$ cat src/rtl/bist_pattern_gen.sv
// bist_pattern_gen: handshake-paced pattern source for a combinational gate
// under test. Produces either an exhaustive binary count or a maximal-length
// Fibonacci LFSR sequence, one pattern per accepted pat_valid/pat_ready
// handshake, then signals completion. All outputs are registered.
module bist_pattern_gen #(
    parameter int unsigned       WIDTH   = 2,
    parameter logic [WIDTH-1:0]  POLY    = 2'b11,
    parameter logic [WIDTH-1:0]  SEED    = {{(WIDTH-1){1'b0}}, 1'b1},
    parameter int unsigned       NUM_PAT = 0
) (
    input  logic             clk,
    input  logic             rst,
    input  logic             start,
    input  logic             mode,
    input  logic             abort,
    output logic [WIDTH-1:0] pat_out,
    output logic             pat_valid,
    input  logic             pat_ready,
    output logic             busy,
    output logic             done,
    output logic [WIDTH:0]   pat_count
);

    localparam int unsigned NAT_EXH  = 32'd1 << WIDTH;
    localparam int unsigned TOT_EXH  = (NUM_PAT == 0) ? NAT_EXH : NUM_PAT;
    localparam int unsigned TOT_LFSR = (NUM_PAT == 0) ? (NAT_EXH - 1) : NUM_PAT;

    localparam logic [WIDTH:0]   TOTAL_EXH  = TOT_EXH[WIDTH:0];
    localparam logic [WIDTH:0]   TOTAL_LFSR = TOT_LFSR[WIDTH:0];
    localparam logic [WIDTH-1:0] PAT_ONE    = {{(WIDTH-1){1'b0}}, 1'b1};
    localparam logic [WIDTH:0]   CNT_ONE    = {{WIDTH{1'b0}}, 1'b1};
    // An all-zero seed would lock the LFSR, so it is replaced by 1.
    localparam logic [WIDTH-1:0] SEED_EFF   = (SEED == '0) ? PAT_ONE : SEED;

    typedef enum logic [1:0] {
        IDLE = 2'd0,
        RUN  = 2'd1,
        DONE = 2'd2
    } state_t;

    state_t           state;
    logic             mode_q;
    logic [WIDTH-1:0] pat_next;
    logic [WIDTH:0]   cnt_inc;
    logic [WIDTH:0]   total;

    // Successor pattern, run length and incremented count for the latched mode.
    always_comb begin
        pat_next = pat_out + PAT_ONE;
        total    = TOTAL_EXH;
        if (mode_q) begin
            pat_next = {pat_out[WIDTH-2:0], ^(pat_out & POLY)};
            total    = TOTAL_LFSR;
        end
        cnt_inc = pat_count + CNT_ONE;
    end

    // Run control FSM with registered outputs; rst > abort > handshake/start.
    always_ff @(posedge clk) begin
        if (rst) begin
            state     <= IDLE;
            pat_out   <= '0;
            pat_valid <= 1'b0;
            busy      <= 1'b0;
            done      <= 1'b0;
            pat_count <= '0;
            mode_q    <= 1'b0;
        end else begin
            unique case (state)
                IDLE, DONE: begin
                    if (abort) begin
                        state <= IDLE;
                        done  <= 1'b0;
                    end else if (start) begin
                        state     <= RUN;
                        mode_q    <= mode;
                        pat_out   <= mode ? SEED_EFF : '0;
                        pat_count <= '0;
                        pat_valid <= 1'b1;
                        busy      <= 1'b1;
                        done      <= 1'b0;
                    end
                end
                RUN: begin
                    if (abort) begin
                        state     <= IDLE;
                        pat_valid <= 1'b0;
                        busy      <= 1'b0;
                    end else if (pat_valid && pat_ready) begin
                        pat_count <= cnt_inc;
                        if (cnt_inc == total) begin
                            state     <= DONE;
                            pat_valid <= 1'b0;
                            busy      <= 1'b0;
                            done      <= 1'b1;
                        end else begin
                            pat_out <= pat_next;
                        end
                    end
                end
                default: begin
                    state     <= IDLE;
                    pat_valid <= 1'b0;
                    busy      <= 1'b0;
                    done      <= 1'b0;
                end
            endcase
        end
    end

endmodule
$ cat config.mk
export PLATFORM = sky130hd
export DESIGN_NAME = bist_pattern_gen
export DESIGN_NICKNAME = d
export VERILOG_FILES = /design/src/rtl/bist_pattern_gen.sv
export SDC_FILE = /design/constraint.sdc
export NUM_CORES = 1
export LEC_CHECK = 0
export CAP_MARGIN = 5
export CORE_UTILIZATION = 46
export CTS_BUF_LIST = sky130_fd_sc_hd__clkbuf_4 sky130_fd_sc_hd__clkbuf_8 sky130_fd_sc_hd__clkbuf_16
export CTS_CLUSTER_DIAMETER = 100
export DETAILED_ROUTE_END_ITERATION = 12
export PLACE_DENSITY_LB_ADDON = 0.3
export SETUP_SLACK_MARGIN = 0.4
export SYNTH_ARGS = -nofsm -noshare
export SYNTH_HDL_FRONTEND = slang
export SYNTH_SLANG_ARGS = --single-unit
$ cat constraint.sdc
create_clock -name clk -period 2.3 [get_ports clk]
set_clock_uncertainty 0.15 [all_clocks]
set_input_delay 0.46 -clock clk [delete_from_list [all_inputs] [get_ports clk]]
set_output_delay 0.46 -clock clk [all_outputs]
set_load 0.03 [all_outputs]
==> flow_summary_export.csv <==
group,metric,value,unit
outcome,outcome,"finished, final reports clean",
cts,cts_tree,"yes",
route,dr.pass1.iters,4,
setup_path,critPathArrivalTime,1.77,ns
timing,slew_violations,0,
synthesis,syn-num-nets,77,
route,drc,0,
route,routedWlPerCell,14.26,um
place,io_buffer_count,13,
synthesis,muxShareOfSynthArea,6.681,%
timing,tightest_slew,0.4883,ns
timing,hold_viol_final,0,
synthesis,syn-cell-area,599.3,sq um
final_layout,antenna_cells,0,
synthesis,synthCells,70,
place,gp_congestion,0.7346,
route,vias,573,
cts,cts_sinks,10,
setup_path,path_delay_family,"simple AND/OR/NAND/NOR gates",
timing,setup_violations,0,
setup_path,crit_cells,5,
place,placed_cells_incl_taps,94,
setup_path,slowest_delay,0.38,ns
setup_path,critPathCaptureType,"flip-flop",
timing,layout_min_cycle_time,1.795,ns
setup_path,worstPathMaxFanout,5,
floorplan,fp.dieArea,1451,sq um
timing,fmax,0.5570,GHz
place,placed_area,755.7,sq um
timing,fin_crit_sh,78.06,%
floorplan,fp-row-count,12,
floorplan,start_util,51.84,%
floorplan,die_h,38.10,um
synthesis,yosys.area.top_type,"dfxtp_1",
global_route,antenna_found_initial,0,
final_layout,area_delta_synth_final,35.91,%
route,dr.first_iter.drc_count,17,
cts,clk-insertion-delay-late,0.26,ns
global_route,grt_pass1_wl,2242,um
global_route,grt_pass1_vias,502,
cts,clockBufferDepth,2,
route,wirelength,1412,um
final_layout,final-instance-count-excl-fill,99,
route,drtAntennaViolNets,0,
synthesis,synth-seq-area-share,33.40,%
synthesis,synth_edf_count,0,
synthesis,ys_types,34,
final_layout,fin_area,814.5,sq um
synthesis,synth_compound_area_share,15.45,%
cts,numCtsBuffers,3,
cts,clock-root-buffer,"clkbuf_4",
setup_path,crit_type,"flip-flop to flip-flop",
final_layout,nFillCells,103,
synthesis,synth-xor-area-share,5.637,%
power,power,0.3840,mW
place,pre_cts_slack,0.1190,ns
synthesis,synthTopCellsByArea,"dfxtp_1, mux2i_1, nor2_1",
synthesis,yosys.area.top_type_share,33.40,%
synthesis,synth-simple-area-share,32.15,%
worst_hold_path,holdCritPathClass,"flip-flop to flip-flop",
timing,slew-limit-headroom,67.37,%
synthesis,synth_flop_cell,"dfxtp_1",
cts,hold_buffers,0,
timing,setup_ws,0.5046,ns
worst_hold_path,holdPathStages,2,
synthesis,yosys.area_share.adder,2.088,%
setup_path,start_kind,"flip-flop",
setup_path,crit_buf_inv,0,
setup_path,crit_slowest_cell,"or3b_4",
synthesis,synth_top_family_by_area,"simple AND/OR/NAND/NOR gates",
route,via_per_inst,5.788,
synthesis,ys_ff_latch,10,
final_layout,multiInputGateArea,411.6,sq um
final_layout,final_layout_size_suffix_gt1_share,21.18,%
synthesis,yosys_warnings,0,
synthesis,avgSynthCellArea,8.562,sq um
final_layout,ff_latch_area,205.2,sq um
synthesis,async_reset_ff_share,0,%
global_route,grt_max_degree,11,
timing,tns,0,ns
power,ir_worst_vdd,447.9,uV
final_layout,nNetsFinal,93,
setup_path,reg2reg_depth,5,
run,maxCapViolCount,0,
place,hpwl,957.8,um
cts,clkTransAtPathRegs,0.08,ns
power,p_per_area,471.4,nW/um^2
setup_path,crit_required,2.28,ns
floorplan,core_area,1156,sq um
cts,htree_levels,1,
floorplan,num_io_pins,14,
floorplan,die_width,38.10,um
timing,rsz0062_at_grt,"false",
setup_path,crit_chain,"ha_4, or3b_4, mux2i_4, a311o_2, a211oi_2",
global_route,grt.total_usage,22.13,%
power,power.leakage,0.3366,nW
global_route,grt_remaining_overflow,0,
cell families after synthesis:
family                     after synthesis
DFF                                     10
buffers and inverters                    6
and+or+nand+nor                         34
muxes                                    4
xor gates and xnor gates                 3
adders and majority gates                1
AOI/OAI and AO/OA                       12
synth_stat cells (2+ instances only):
cell and instances:
dfxtp_1 10, mux2i_1 4, nand2b_1 2, nor3_1 3, nand3b_1 3, inv_1 2, nand2_1 5, nand4b_1 2
clkbuf_1 2, a21oi_1 4, nor2_1 9, nor2b_1 2
stage by stage:
stage                     hold slack (ns)  util [%]
after floorplan                    0.3023         -
after global placement             0.3170     65.37
after detailed placement           0.3231     65.37
after CTS                          0.3353     67.86
after global routing               0.3826     70.45
final                              0.3329     70.45
tightest hold or removal path, stage by stage (launching register included):
cell and delay, ns:
dfxtp_1 0.33, nand2_1 0.06, a21oi_1 0.05
sequential cells by signal, summed over array words and instances, names as in the netlist:
signal / count
state: 2
done: 1
pat_out: 2
mode_q: 1
pat_count: 3
busy: 1
cell type report:
cell class	count	share of cell area [%]
tap	14	2.151
timing repair buffer	15	17.51
sequential	10	25.19
multi-input combinational	54	50.54
clock buffer	4	3.687
inverter	2	0.9217
where the power goes:
group          internal (mW)  switching [mW]  leakage [nW]
sequential             0.177         0.00906        0.0825
clock                 0.0786          0.0620        0.0184
combinational         0.0255          0.0322         0.236
metal layers:
layer | wire [um] | vias to the layer above | share of wire (%) | GRT usage, %
li1 | - | 285 | - | -
met1 | 700 | 274 | 50 | 29.14
met2 | 638 | 12 | 45 | 36.02
met3 | 59 | 2 | 4.2 | 5.233
met4 | 13 | 0 | 0.92 | 5.357
met5 | 0 | - | 0 | 0
repair_timing:
| item | in CTS | in global routing |
|---|---|---|
| pin swaps | 0 | 2 |
| gates resized for setup | 9 | 6 |
| endpoints found under the setup margin | 10 | 5 |
| buffers inserted | 0 | 1 |
final timing paths:
kind,start,endpoint,slack [ns]
worst max-delay path,pat_count[0]$_SDFFE_PP0P_,busy$_SDFFE_PP0P_,0.50
worst min-delay path,state[1]$_SDFFE_PP0P_,state[1]$_SDFFE_PP0P_,0.33
worst max register to register,pat_count[0]$_SDFFE_PP0P_,busy$_SDFFE_PP0P_,0.50
worst min register to register,state[1]$_SDFFE_PP0P_,state[1]$_SDFFE_PP0P_,0.33
cell usage in the layout, fill, tap and decap left out, drive strengths merged, types with 2 or more instances in the layout:
master	netlist	layout
nor2b	2	2
nand3b	3	3
xor2	2	2
mux2i	4	4
dlygate4sd2	0	8
inv	2	2
nand4b	2	2
clkbuf	2	4
buf	2	2
a21oi	4	4
dfxtp	10	10
nand2	5	5
dlymetal6s2s	0	3
nor3	3	3
nor2	9	9
clkdlybuf4s50	0	2
nand2b	2	2
(Power assumes the default switching activity.)
